==> config.mk <==
export PLATFORM = sky130hd
export DESIGN_NAME = lvds_buf_ctrl
export DESIGN_NICKNAME = d
export VERILOG_FILES = /design/src/rtl/lvds_buf_ctrl.sv
export SDC_FILE = /design/constraint.sdc
export NUM_CORES = 1
export LEC_CHECK = 0
export BUFFER_PORTS_ARGS = -buffer_cell sky130_fd_sc_hd__buf_2
export CAP_MARGIN = 15
export CELL_PAD_IN_SITES_DETAIL_PLACEMENT = 1
export CELL_PAD_IN_SITES_GLOBAL_PLACEMENT = 1
export CORE_ASPECT_RATIO = 1.2
export CORE_MARGIN = 1.5
export CORE_UTILIZATION = 35
export CTS_CLUSTER_DIAMETER = 100
export DETAILED_ROUTE_END_ITERATION = 10
export PLACE_DENSITY = 0.73
export SLEW_MARGIN = 10
export SYNTH_ARGS = -nofsm -noshare
export SYNTH_HDL_FRONTEND = slang
export SYNTH_SLANG_ARGS = --single-unit
export TNS_END_PERCENT = 10
==> constraint.sdc <==
create_clock -name S_AXI_ACLK -period 2.3 [get_ports S_AXI_ACLK]
set_input_delay 0.115 -clock S_AXI_ACLK [delete_from_list [all_inputs] [get_ports S_AXI_ACLK]]
set_output_delay 0.115 -clock S_AXI_ACLK [all_outputs]
set_load 0.02 [all_outputs]
==> src/rtl/lvds_buf_ctrl.sv <==
// Ping-pong capture controller: streams LVDS nibbles into two sample buffers and tracks software reads.
// Optional macro LVDS_BUF_CTRL_DROP_CNT_EN builds the saturating dropped-sample counter.
module lvds_buf_ctrl #(
    parameter int unsigned C_BUF_DEPTH  = 1024,
    parameter int unsigned C_ADDR_WIDTH = 10
) (
    input  logic                    S_AXI_ACLK,
    input  logic                    S_AXI_ARESETN,
    input  logic [3:0]              SAMPLE_DATA,
    input  logic                    SAMPLE_VALID,
    input  logic                    CAP_START,
    input  logic                    CAP_ABORT,
    input  logic                    RD_DONE,
    output logic                    BUF_WE,
    output logic                    BUF_SEL,
    output logic [C_ADDR_WIDTH-1:0] BUF_WADDR,
    output logic [3:0]              BUF_WDATA,
    output logic [1:0]              BUF_FULL,
    output logic                    RD_BUF,
    output logic                    BUSY,
    output logic                    OVERRUN,
    output logic [15:0]             DROP_COUNT,
    output logic                    LED0
);

    localparam int unsigned DCNT_W = 16;
    localparam logic [C_ADDR_WIDTH-1:0] ADDR_LAST = C_ADDR_WIDTH'(C_BUF_DEPTH - 1);

    typedef enum logic [1:0] {
        ST_IDLE = 2'd0,
        ST_FILL = 2'd1,
        ST_WAIT = 2'd2
    } state_t;

    state_t                  state, state_nxt;
    logic [C_ADDR_WIDTH-1:0] wr_addr, wr_addr_nxt;
    logic                    wr_sel, wr_sel_nxt;
    logic                    we_nxt;
    logic                    sel_o_nxt;
    logic [C_ADDR_WIDTH-1:0] waddr_o_nxt;
    logic [3:0]              wdata_nxt;
    logic [1:0]              full_nxt;
    logic                    rd_nxt;
    logic                    overrun_nxt;
    logic                    busy_nxt;
    logic                    rel_evt;
    logic                    drop_evt;
    logic                    cap_go;

    assign rel_evt  = RD_DONE && BUF_FULL[RD_BUF];
    assign drop_evt = (state == ST_WAIT) && SAMPLE_VALID && !CAP_ABORT;
    assign cap_go   = (state == ST_IDLE) && CAP_START && !CAP_ABORT;

    // Next-state and next-output logic; a read release is applied before the full check
    always_comb begin
        state_nxt   = state;
        wr_addr_nxt = wr_addr;
        wr_sel_nxt  = wr_sel;
        we_nxt      = 1'b0;
        sel_o_nxt   = BUF_SEL;
        waddr_o_nxt = BUF_WADDR;
        wdata_nxt   = BUF_WDATA;
        full_nxt    = BUF_FULL;
        rd_nxt      = RD_BUF;
        overrun_nxt = OVERRUN;

        if (rel_evt) begin
            full_nxt[RD_BUF] = 1'b0;
            rd_nxt           = ~RD_BUF;
        end

        case (state)
            ST_IDLE: begin
                if (CAP_START) begin
                    state_nxt   = ST_FILL;
                    wr_addr_nxt = '0;
                    wr_sel_nxt  = 1'b0;
                    sel_o_nxt   = 1'b0;
                    waddr_o_nxt = '0;
                    full_nxt    = 2'b00;
                    rd_nxt      = 1'b0;
                end
            end
            ST_FILL: begin
                if (SAMPLE_VALID) begin
                    we_nxt      = 1'b1;
                    wdata_nxt   = SAMPLE_DATA;
                    waddr_o_nxt = wr_addr;
                    sel_o_nxt   = wr_sel;
                    if (wr_addr == ADDR_LAST) begin
                        full_nxt[wr_sel] = 1'b1;
                        if (!full_nxt[~wr_sel]) begin
                            wr_sel_nxt  = ~wr_sel;
                            wr_addr_nxt = '0;
                        end else begin
                            state_nxt = ST_WAIT;
                        end
                    end else begin
                        wr_addr_nxt = wr_addr + C_ADDR_WIDTH'(1);
                    end
                end
            end
            ST_WAIT: begin
                // The buffer just released is the one that was oldest, i.e. RD_BUF before toggling
                if (rel_evt) begin
                    state_nxt   = ST_FILL;
                    wr_sel_nxt  = RD_BUF;
                    wr_addr_nxt = '0;
                    sel_o_nxt   = RD_BUF;
                    waddr_o_nxt = '0;
                end
            end
            default: begin
                state_nxt = ST_IDLE;
            end
        endcase

        if (drop_evt) begin
            overrun_nxt = 1'b1;
        end
        if (cap_go) begin
            overrun_nxt = 1'b0;
        end

        if (CAP_ABORT) begin
            state_nxt   = ST_IDLE;
            we_nxt      = 1'b0;
            full_nxt    = 2'b00;
            rd_nxt      = 1'b0;
            wr_addr_nxt = '0;
            wr_sel_nxt  = 1'b0;
            waddr_o_nxt = '0;
        end

        busy_nxt = (state_nxt != ST_IDLE);
    end

    // State and registered outputs
    always_ff @(posedge S_AXI_ACLK or negedge S_AXI_ARESETN) begin
        if (!S_AXI_ARESETN) begin
            state     <= ST_IDLE;
            wr_addr   <= '0;
            wr_sel    <= 1'b0;
            BUF_WE    <= 1'b0;
            BUF_SEL   <= 1'b0;
            BUF_WADDR <= '0;
            BUF_WDATA <= 4'h0;
            BUF_FULL  <= 2'b00;
            RD_BUF    <= 1'b0;
            BUSY      <= 1'b0;
            OVERRUN   <= 1'b0;
            LED0      <= 1'b0;
        end else begin
            state     <= state_nxt;
            wr_addr   <= wr_addr_nxt;
            wr_sel    <= wr_sel_nxt;
            BUF_WE    <= we_nxt;
            BUF_SEL   <= sel_o_nxt;
            BUF_WADDR <= waddr_o_nxt;
            BUF_WDATA <= wdata_nxt;
            BUF_FULL  <= full_nxt;
            RD_BUF    <= rd_nxt;
            BUSY      <= busy_nxt;
            OVERRUN   <= overrun_nxt;
            LED0      <= busy_nxt;
        end
    end

`ifdef LVDS_BUF_CTRL_DROP_CNT_EN
    logic [DCNT_W-1:0] drop_cnt, drop_cnt_nxt;

    // Saturating count of samples discarded while both buffers are full
    always_comb begin
        drop_cnt_nxt = drop_cnt;
        if (cap_go) begin
            drop_cnt_nxt = '0;
        end else if (drop_evt && (drop_cnt != {DCNT_W{1'b1}})) begin
            drop_cnt_nxt = drop_cnt + DCNT_W'(1);
        end
    end

    always_ff @(posedge S_AXI_ACLK or negedge S_AXI_ARESETN) begin
        if (!S_AXI_ARESETN) begin
            drop_cnt <= '0;
        end else begin
            drop_cnt <= drop_cnt_nxt;
        end
    end

    assign DROP_COUNT = drop_cnt;
`else
    assign DROP_COUNT = DCNT_W'(0);
`endif

endmodule
==> flow_metrics.tcl, run 1 <==
set metrics [dict create \
    viasPerCell 5.31 \
    wire_per_inst_um 15.1 \
    ys_seq_area_share_pct 44.3 \
    use_met2_pct 26.7 \
    synth_compound_area_share_pct 20.9 \
    clkTransAtPathRegs_ps 70 \
    coreArea_mm2 0.00530 \
    tightestPinTransition_ps 788 \
    clock_path_buffers 2 \
    grt.busiest_layer "met2" \
    drive_gt1_share_pct 25.7 \
    slew_viol_final 0 \
    layout_common_cells "dfrtp_1 (34), buf_2 (31), nand2_1 (22)" \
    finalHoldViolations 0 \
    grt_pass1_wl_mm 7.40 \
    clock_latency_ps 280 \
    die_h_um 84.1 \
    post-route-min-period_ps 2060 \
    multi_input_area_um2 935 \
    ir_drop_mv 0.425 \
    power_density_mw_per_mm2 615 \
    drt_iter0_drc 28 \
    ys_ff_latch 34 \
    relSlewSlack_pct 47.5 \
    rr_worst_depth 8 \
    ys_warn_count 0 \
    io_buffer_count 31 \
    path_class "reg2reg" \
    cts-htree-levels 2 \
    cp_slowest_cell "dfrtp_1" \
    io_pins 48 \
    hold_end "BUF_WDATA[1]$_DFFE_PN0P_" \
    postCtsSetupBuffers 0 \
    cp_max_fo 15 \
    setup_viol 0 \
    die_area_mm2 0.00594 \
    synth-xor-area-share_pct 0 \
    row_count 29 \
    nNetsFinal 241 \
    grt_max_degree 35 \
    layout_commonest_cell "dfrtp_1" \
    initial_core_util_pct 36.2 \
    synthDistinctLibCells 49 \
    cpMostUsedCell "nand2_1" \
    rrSetupSlack_ps 240 \
    drc_errors 0 \
    cp-start-kind "flip-flop" \
    fmax_mhz 486 \
    worstReg2RegEnd "wr_addr[7]$_DFFE_PN0P_" \
    avgSynthCellArea_um2 10.1 \
    min_from "SAMPLE_DATA[1]" \
    max_stage_delay_ps 430 \
    hold_class "in2reg" \
    fin_util_pct 40.9 \
    status "completed" \
    postSynth.asyncResetShare_pct 100 \
    cp_cell_sequence "inv_1 -> ha_1 -> and2b_1 -> nand2_1 -> nor2_1 -> buf_4 -> nand2_1 -> o311ai_1" \
    synth_mux_area_share_pct 3.65 \
    grt_pass1_vias 1581 \
    leakage_nw 1.07 \
    gp_congestion 0.815 \
    post-route-period-util_pct 89.5 \
    post-dp-hpwl_mm 3.16 \
    met1_usage_pct 19.4 \
    hold_ws_ps 66.5 \
    antenna_found_initial 0 \
    grt-ovfl-total 0 \
    nFillCells 635 \
    clockRootBuffer "clkbuf_8" \
    rsz0062_at_grt "false" \
    reg2reg_from "state[1]$_DFF_PN0_" \
    cp.required_ps 2480 \
    synth_top_family_by_area "compound AO/OA/AOI/OAI gates" \
    numCtsBuffers 5 \
    cts_tree "yes" \
    area_growth_pct 13.0 \
    clock-sinks 34 \
    synthCells 190 \
    endpoint_kind "flip-flop" \
    synthSimpleGateAreaFrac_pct 17.1 \
    seq_area_um2 851 \
    grt_use_met3_pct 3.50 \
    synth_ff_type "dfrtp_1" \
    worstHoldPathCells 2 \
    firstDrtPassIters 4 \
    vias 1529 \
    synth_fa_ha_area_share_pct 3.91 \
    synth_edf_count 0 \
    clock_skew_ps 12.1 \
    grt_usage_pct 15.5 \
    maxCapViolations 0 \
    syn_area_mm2 0.00192 \
    crit_arrival_ps 2240 \
    fin_setup_tns_ps 0 \
    diodes 0 \
    antenna_left 0 \
    die_x_um 70.6 \
    wirelength_mm 4.34 \
]
metal layers:
| layer | up-vias | wire length (um) |
|---|---|---|
| li1 | 730 | - |
| met1 | 763 | 1980 |
| met2 | 34 | 2170 |
| met3 | 2 | 164 |
| met4 | 0 | 22 |
| met5 | - | 0 |
power by group:
part | internal, mW | switching [mW]
Sequential | 0.631 | 0.0232
Clock | 0.242 | 0.212
Combinational | 0.0733 | 0.152
stage by stage:
step	setup WS (ps)	cell area (um^2)	power (mW)	instances
after global placement	270	2070	0.887	279
after detailed placement	244	2070	0.894	279
after CTS	223	2170	1.35	288
final	241	2170	1.33	288
after floorplan	536	1980	0.840	205
after global routing	12.8	2170	1.40	288
what timing repair did:
item | 4_1_cts | 5_1_grt
resized for setup | 0 | 0
endpoints found under the hold margin | 34 | 0
endpoints found under the setup margin | 0 | 0
hold buffers | 1 | 0
kinds of logic (layout without fill, tap and decap cells):
| group | after synthesis | after routing |
|---|---|---|
| fa+ha+maj | 6 | 6 |
| flops | 34 | 34 |
| compound gates | 50 | 50 |
| simple gates | 64 | 64 |
| mux | 6 | 6 |
| buf+inv | 29 | 50 |
| other cells | 1 | 16 |
worst max-delay path, delay by kind of cell, from the launching register on:
| kind | cells | cell delay (ps) |
|---|---|---|
| AND/OR/NAND/NOR | 4 | 640 |
| flip-flops | 1 | 430 |
| buffers and inverters | 2 | 330 |
| adder cells (fa/ha/maj) | 1 | 330 |
| AO/OA/AOI/OAI | 1 | 220 |
sequential cells by signal, indices dropped and copies added, names as in the netlist:
| signal | count |
|---|---|
| BUF_FULL | 2 |
| BUF_SEL | 1 |
| BUF_WADDR | 10 |
| BUF_WDATA | 4 |
| BUF_WE | 1 |
| LED0 | 1 |
| OVERRUN | 1 |
| RD_BUF | 1 |
| state | 2 |
| wr_addr | 10 |
| wr_sel | 1 |
cells in the mapped netlist (2+ instances only):
master | instances | area [um^2]
nand4_1 | 3 | 18.8
nand2b_1 | 3 | 18.8
ha_1 | 6 | 75.1
a22o_1 | 11 | 96.3
mux2_2 | 4 | 45.0
nand3_1 | 5 | 25.0
nor2_1 | 11 | 41.3
o211ai_1 | 6 | 45.0
or3_1 | 2 | 12.5
and3_2 | 4 | 30.0
nand2_1 | 22 | 82.6
dfrtp_1 | 34 | 851
nor4_1 | 2 | 12.5
o21ai_0 | 5 | 25.0
nor3_1 | 4 | 20.0
buf_4 | 19 | 143
a31oi_1 | 4 | 25.0
inv_1 | 7 | 26.3
a21oi_1 | 8 | 40.0
worst max-delay path by stage:
stage | cells after the start | slack (ps) | startpoint | to
6_report | 8 | 240 | state[1]$_DFF_PN0_ | wr_addr[7]$_DFFE_PN0P_
2_1_floorplan | 5 | 540 | RD_BUF$_DFF_PN0_ | wr_addr[4]$_DFFE_PN0P_
5_1_grt | 8 | 10 | state[1]$_DFF_PN0_ | wr_addr[7]$_DFFE_PN0P_
3_5_place_dp | 8 | 240 | state[1]$_DFF_PN0_ | wr_addr[7]$_DFFE_PN0P_
3_3_place_gp | 8 | 270 | state[1]$_DFF_PN0_ | wr_addr[7]$_DFFE_PN0P_
4_1_cts | 8 | 220 | state[1]$_DFF_PN0_ | wr_addr[7]$_DFFE_PN0P_
layout make-up:
| class | count | share of cell area (%) |
|---|---|---|
| Clock buffer | 7 | 3.98 |
| Clock inverter | 1 | 0.231 |
| Inverter | 7 | 1.21 |
| Multi-Input combinational cell | 142 | 43.1 |
| Sequential cell | 34 | 39.2 |
| Tap cell | 62 | 3.58 |
| Timing Repair Buffer | 35 | 8.66 |
Note: power is estimated with default switching activity, not from simulation.
==> inputs of run 2 (changes only) <==
Settings changed: CELL_PAD_IN_SITES_DETAIL_PLACEMENT 1 to 0.
==> run 2 against run 1 <==
Design area stayed put. Non-clock buffer count unchanged. Worst hold slack got worse by 3.0 ps. Via count shrank 2.6%. Global-route usage down 0.56 points. Combinational power about the same. Power down 0.28%.
==> flow_metrics.tcl, run 2 (synthesis results as in run 1) <==
set metrics [dict create \
    setup_slack_ps 318 \
    finalHoldViolations 0 \
    nNetsFinal 241 \
    cp-start-kind "flip-flop" \
    drive_gt1_share_pct 25.7 \
    io_pins 48 \
    post-dp-hpwl_mm 2.94 \
    clock-sinks 34 \
    post-route-min-period_ps 1980 \
    wire_per_inst_um 14.2 \
    clock_path_buffers 2 \
    viasPerCell 5.17 \
    clkTransAtPathRegs_ps 70 \
    clockRootBuffer "clkbuf_8" \
    hold_class "in2reg" \
    ir_drop_mv 0.292 \
    numCtsBuffers 5 \
    reg.largest.list "BUF_WADDR (10), wr_addr (10), BUF_WDATA (4)" \
    drt_iter0_drc 62 \
    rsz0062_at_grt "false" \
    grt_usage_pct 14.9 \
    vias 1489 \
    crit_arrival_ps 2170 \
    die_x_um 70.6 \
    cts_tree "yes" \
    io_buffer_count 31 \
    endpoint_kind "flip-flop" \
    ctsResizeCount 0 \
    antenna_left 0 \
    post-route-period-util_pct 86.2 \
    grt_max_degree 35 \
    firstDrtPassIters 4 \
    tightestPinTransition_ps 758 \
    hold_ws_ps 63.6 \
    grt_pass1_wl_mm 7.05 \
    grt-ovfl-total 0 \
    clock_latency_ps 290 \
    final_cell_count_no_fill 288 \
    path_class "reg2reg" \
    leakage_nw 1.07 \
    maxCapViolations 0 \
    antenna_found_initial 0 \
    wirelength_mm 4.09 \
    relSlewSlack_pct 49.5 \
    status "completed" \
    gp_congestion 0.815 \
    layout_common_cells "dfrtp_1 (34), buf_2 (31), nand2_1 (22)" \
    dpl_worst_slack_ps 301 \
    fin_setup_tns_ps 0 \
    fmax_mhz 505 \
    die_h_um 84.1 \
    initial_core_util_pct 36.2 \
    diodes 0 \
    layout_commonest_cell "dfrtp_1" \
    cp.required_ps 2490 \
    drc_errors 0 \
    clock_skew_ps 13.7 \
    grt_pass1_vias 1450 \
    setup_viol 0 \
    area_growth_pct 13.0 \
    cts-htree-levels 2 \
    placed_cells 279 \
    die_area_mm2 0.00594 \
    power_density_mw_per_mm2 613 \
    fin_util_pct 40.9 \
    cp_max_fo 15 \
    row_count 29 \
    coreArea_mm2 0.00530 \
    slew_viol_final 0 \
]
run 2: cell counts in the layout (fill, tap and decap cells not counted):
No cell type changed its count.
run 2: stage by stage:
| step | instance area (um^2) | power, mW |
|---|---|---|
| final | 2170 | 1.33 |
| after global routing | 2170 | 1.41 |
| after CTS | 2170 | 1.35 |
| after detailed placement | 2070 | 0.892 |
| after global placement | 2070 | 0.887 |
| after floorplan | 1980 | 0.840 |
run 2: metal layers:
metal | GRT usage (%) | vias to the layer above | part of all wire, %
met4 | 5.15 | 0 | 1.4
met2 | 24.8 | 39 | 48
met5 | 0 | - | 0
li1 | - | 735 | -
met1 | 18.8 | 708 | 46
met3 | 3.86 | 7 | 4.7
run 2: critical path, stage by stage (launching register included):
cell and delay, ps:
dfrtp_1 430, inv_1 100, ha_1 310, and2b_1 260, nand2_1 160, nor2_1 130, buf_4 220, nand2_1 70
o311ai_1 210
run 2: report_power, final:
part | leakage (nW) | internal, mW | switching, mW
clock | 0.0482 | 0.241 | 0.211
sequential | 0.464 | 0.631 | 0.0232
combinational | 0.560 | 0.0734 | 0.150
run 2: path summary, 6_finish.rpt:
path                                          startpoint  slack, ps  depth (start not counted)                  endpoint
worst max register to register        state[1]$_DFF_PN0_        320                          8    wr_addr[7]$_DFFE_PN0P_
worst min-delay path                      SAMPLE_DATA[1]         60                          2  BUF_WDATA[1]$_DFFE_PN0P_
min in group asynchronous                  S_AXI_ARESETN        420                          2          RD_BUF$_DFF_PN0_
worst max-delay path                  state[1]$_DFF_PN0_        320                          8    wr_addr[7]$_DFFE_PN0P_
max in group asynchronous                  S_AXI_ARESETN       1370                          2        state[1]$_DFF_PN0_
worst min register to register  BUF_WDATA[3]$_DFFE_PN0P_        500                          1  BUF_WDATA[3]$_DFFE_PN0P_
run 2: timing repair:
item | CTS | global route
setup endpoints to repair | 0 | 0
endpoints found under the hold margin | 34 | 0
hold buffers | 1 | 0
setup buffers | 0 | 0
run 2: layout make-up:
type | instances | area (um^2)
sequential | 34 | 851
timing repair buffer | 35 | 188
multi-input combinational | 142 | 935
clock inverter | 1 | 5.00
clock buffer | 7 | 86.3
fill | 550 | 3130
inverter | 7 | 26.3
tap | 62 | 77.6
==> inputs of run 3 (changes only) <==
Settings changed: CELL_PAD_IN_SITES_DETAIL_PLACEMENT 0 to unset, CELL_PAD_IN_SITES_GLOBAL_PLACEMENT 1 to unset, PLACE_DENSITY 0.73 to 0.59.
==> run 3 against run 2 <==
Highest routed layer unchanged. Power rose by 0.35%. Critical path type unchanged. Clock power is essentially flat. Sequential share of layout area decreased by 0.14 points. Critical endpoint is now wr_addr[6]$_DFFE_PN0P_. Largest cell class unchanged. Via count increased by 2.5%. Setup slack lost 80 ps. Clock skew fell by 7.1 ps. Sequential power about the same. Final cell count grew 0.35%. Worst hold slack worse by 8.0 ps.
==> flow_metrics.tcl, run 3 (synthesis results as in run 1) <==
set metrics [dict create \
    hold_class "in2reg" \
    numCtsBuffers 5 \
    io_pins 48 \
    clkTransAtPathRegs_ps 70 \
    wire_per_inst_um 14.2 \
    maxCapViolations 0 \
    post-dp-hpwl_mm 2.99 \
    grt_usage_pct 14.6 \
    setup_viol 0 \
    die_h_um 84.1 \
    antenna_left 0 \
    row_count 29 \
    coreArea_mm2 0.00530 \
    power_density_mw_per_mm2 613 \
    io_buffer_count 31 \
    gp_congestion 0.807 \
    rsz0062_at_grt "false" \
    layout_common_cells "dfrtp_1 (34), buf_2 (31), nand2_1 (22)" \
    grt_max_degree 35 \
    cp.required_ps 2520 \
    cts_tree "yes" \
    diodes 0 \
    cp_max_fo 12 \
    post-route-period-util_pct 89.6 \
    leakage_nw 1.08 \
    grt_pass1_vias 1465 \
    antenna_found_initial 0 \
    clock_skew_ps 6.59 \
    viasPerCell 5.28 \
    grt_pass1_wl_mm 6.91 \
    wirelength_mm 4.11 \
    path_class "reg2reg" \
    post-route-min-period_ps 2060 \
    postCtsSetupBuffers 0 \
    tightestPinTransition_ps 763 \
    layout_commonest_cell "dfrtp_1" \
    initial_core_util_pct 36.2 \
    max_stage_delay_ps 430 \
    design_area_mm2 0.00218 \
    cp_cell_sequence "inv_1 -> ha_1 -> and2b_1 -> nand2_1 -> nor2_1 -> buf_4 -> nand4b_1 -> nand3_1" \
    slew_viol_final 0 \
    fin_util_pct 41.1 \
    clockRootBuffer "clkbuf_8" \
    critPathTopFamily "simple AND/OR/NAND/NOR gates" \
    clock_latency_ps 280 \
    reg.largest.list "BUF_WADDR (10), wr_addr (10), BUF_WDATA (4)" \
    vias 1526 \
    worst-path-buf-inv 2 \
    cp-start-kind "flip-flop" \
    area_growth_pct 13.4 \
    finalPower_mw 1.33 \
    relSlewSlack_pct 49.1 \
    endpoint_kind "flip-flop" \
    clock-sinks 34 \
    hold_ws_ps 55.6 \
    placed_area_mm2 0.00207 \
    firstDrtPassIters 4 \
    fin_setup_tns_ps 0 \
    ctsResizeCount 0 \
    cp_slowest_cell "dfrtp_1" \
    status "completed" \
    drive_gt1_share_pct 26.0 \
    drc_errors 0 \
    finalHoldViolations 0 \
    nNetsFinal 242 \
    die_area_mm2 0.00594 \
    ir_drop_mv 0.403 \
    crit_arrival_ps 2280 \
    fmax_mhz 485 \
    clock_path_buffers 2 \
    drt_iter0_drc 34 \
    cts-htree-levels 2 \
    hold_buffers 1 \
    grt-ovfl-total 0 \
    die_x_um 70.6 \
]
run 3: cell types whose count changed in the layout (fill, tap and decap cells not counted), sizes merged:
cell | before | now
buf | 34 | 35
run 3: final cells by class:
class                      instances  area, um^2
clock buffer                       7        86.3
sequential                        34         851
inverter                           7        26.3
timing repair buffer              36         195
multi-input combinational        142         935
tap                               62        77.6
fill                             567        3120
clock inverter                     1        5.00
run 3: metrics by stage:
step                worst slack (ps)  cells
finish                           238    289
floorplan                        536    205
global route                    25.4    289
CTS                              212    289
detailed placement               237    280
global placement                 225    280
run 3: metal layers:
layer,GRT usage (%),vias to the layer above,share of wire [%]
li1,-,736,-
met1,18.7,742,46
met2,23.8,40,47
met3,3.74,8,4.6
met4,5.49,0,1.9
met5,0,-,0
run 3: power by group:
group          switching [mW]  total (mW)  internal [mW]
sequential             0.0234       0.655          0.631
combinational           0.150       0.226         0.0757
clock                   0.212       0.454          0.241
total                   0.386        1.33          0.948
run 3: final timing paths:
| check | start | slack [ps] | cells past startpoint | end |
|---|---|---|---|---|
| setup / recovery | state[1]$_DFF_PN0_ | 240 | 8 | wr_addr[6]$_DFFE_PN0P_ |
| hold / removal | SAMPLE_DATA[1] | 60 | 2 | BUF_WDATA[1]$_DFFE_PN0P_ |
| setup reg to reg | state[1]$_DFF_PN0_ | 240 | 8 | wr_addr[6]$_DFFE_PN0P_ |
| hold reg to reg | BUF_WDATA[0]$_DFFE_PN0P_ | 500 | 1 | BUF_WDATA[0]$_DFFE_PN0P_ |
| max in group asynchronous | S_AXI_ARESETN | 1380 | 2 | BUF_WADDR[4]$_DFFE_PN0P_ |
| min in group asynchronous | S_AXI_ARESETN | 430 | 2 | BUF_WDATA[1]$_DFFE_PN0P_ |
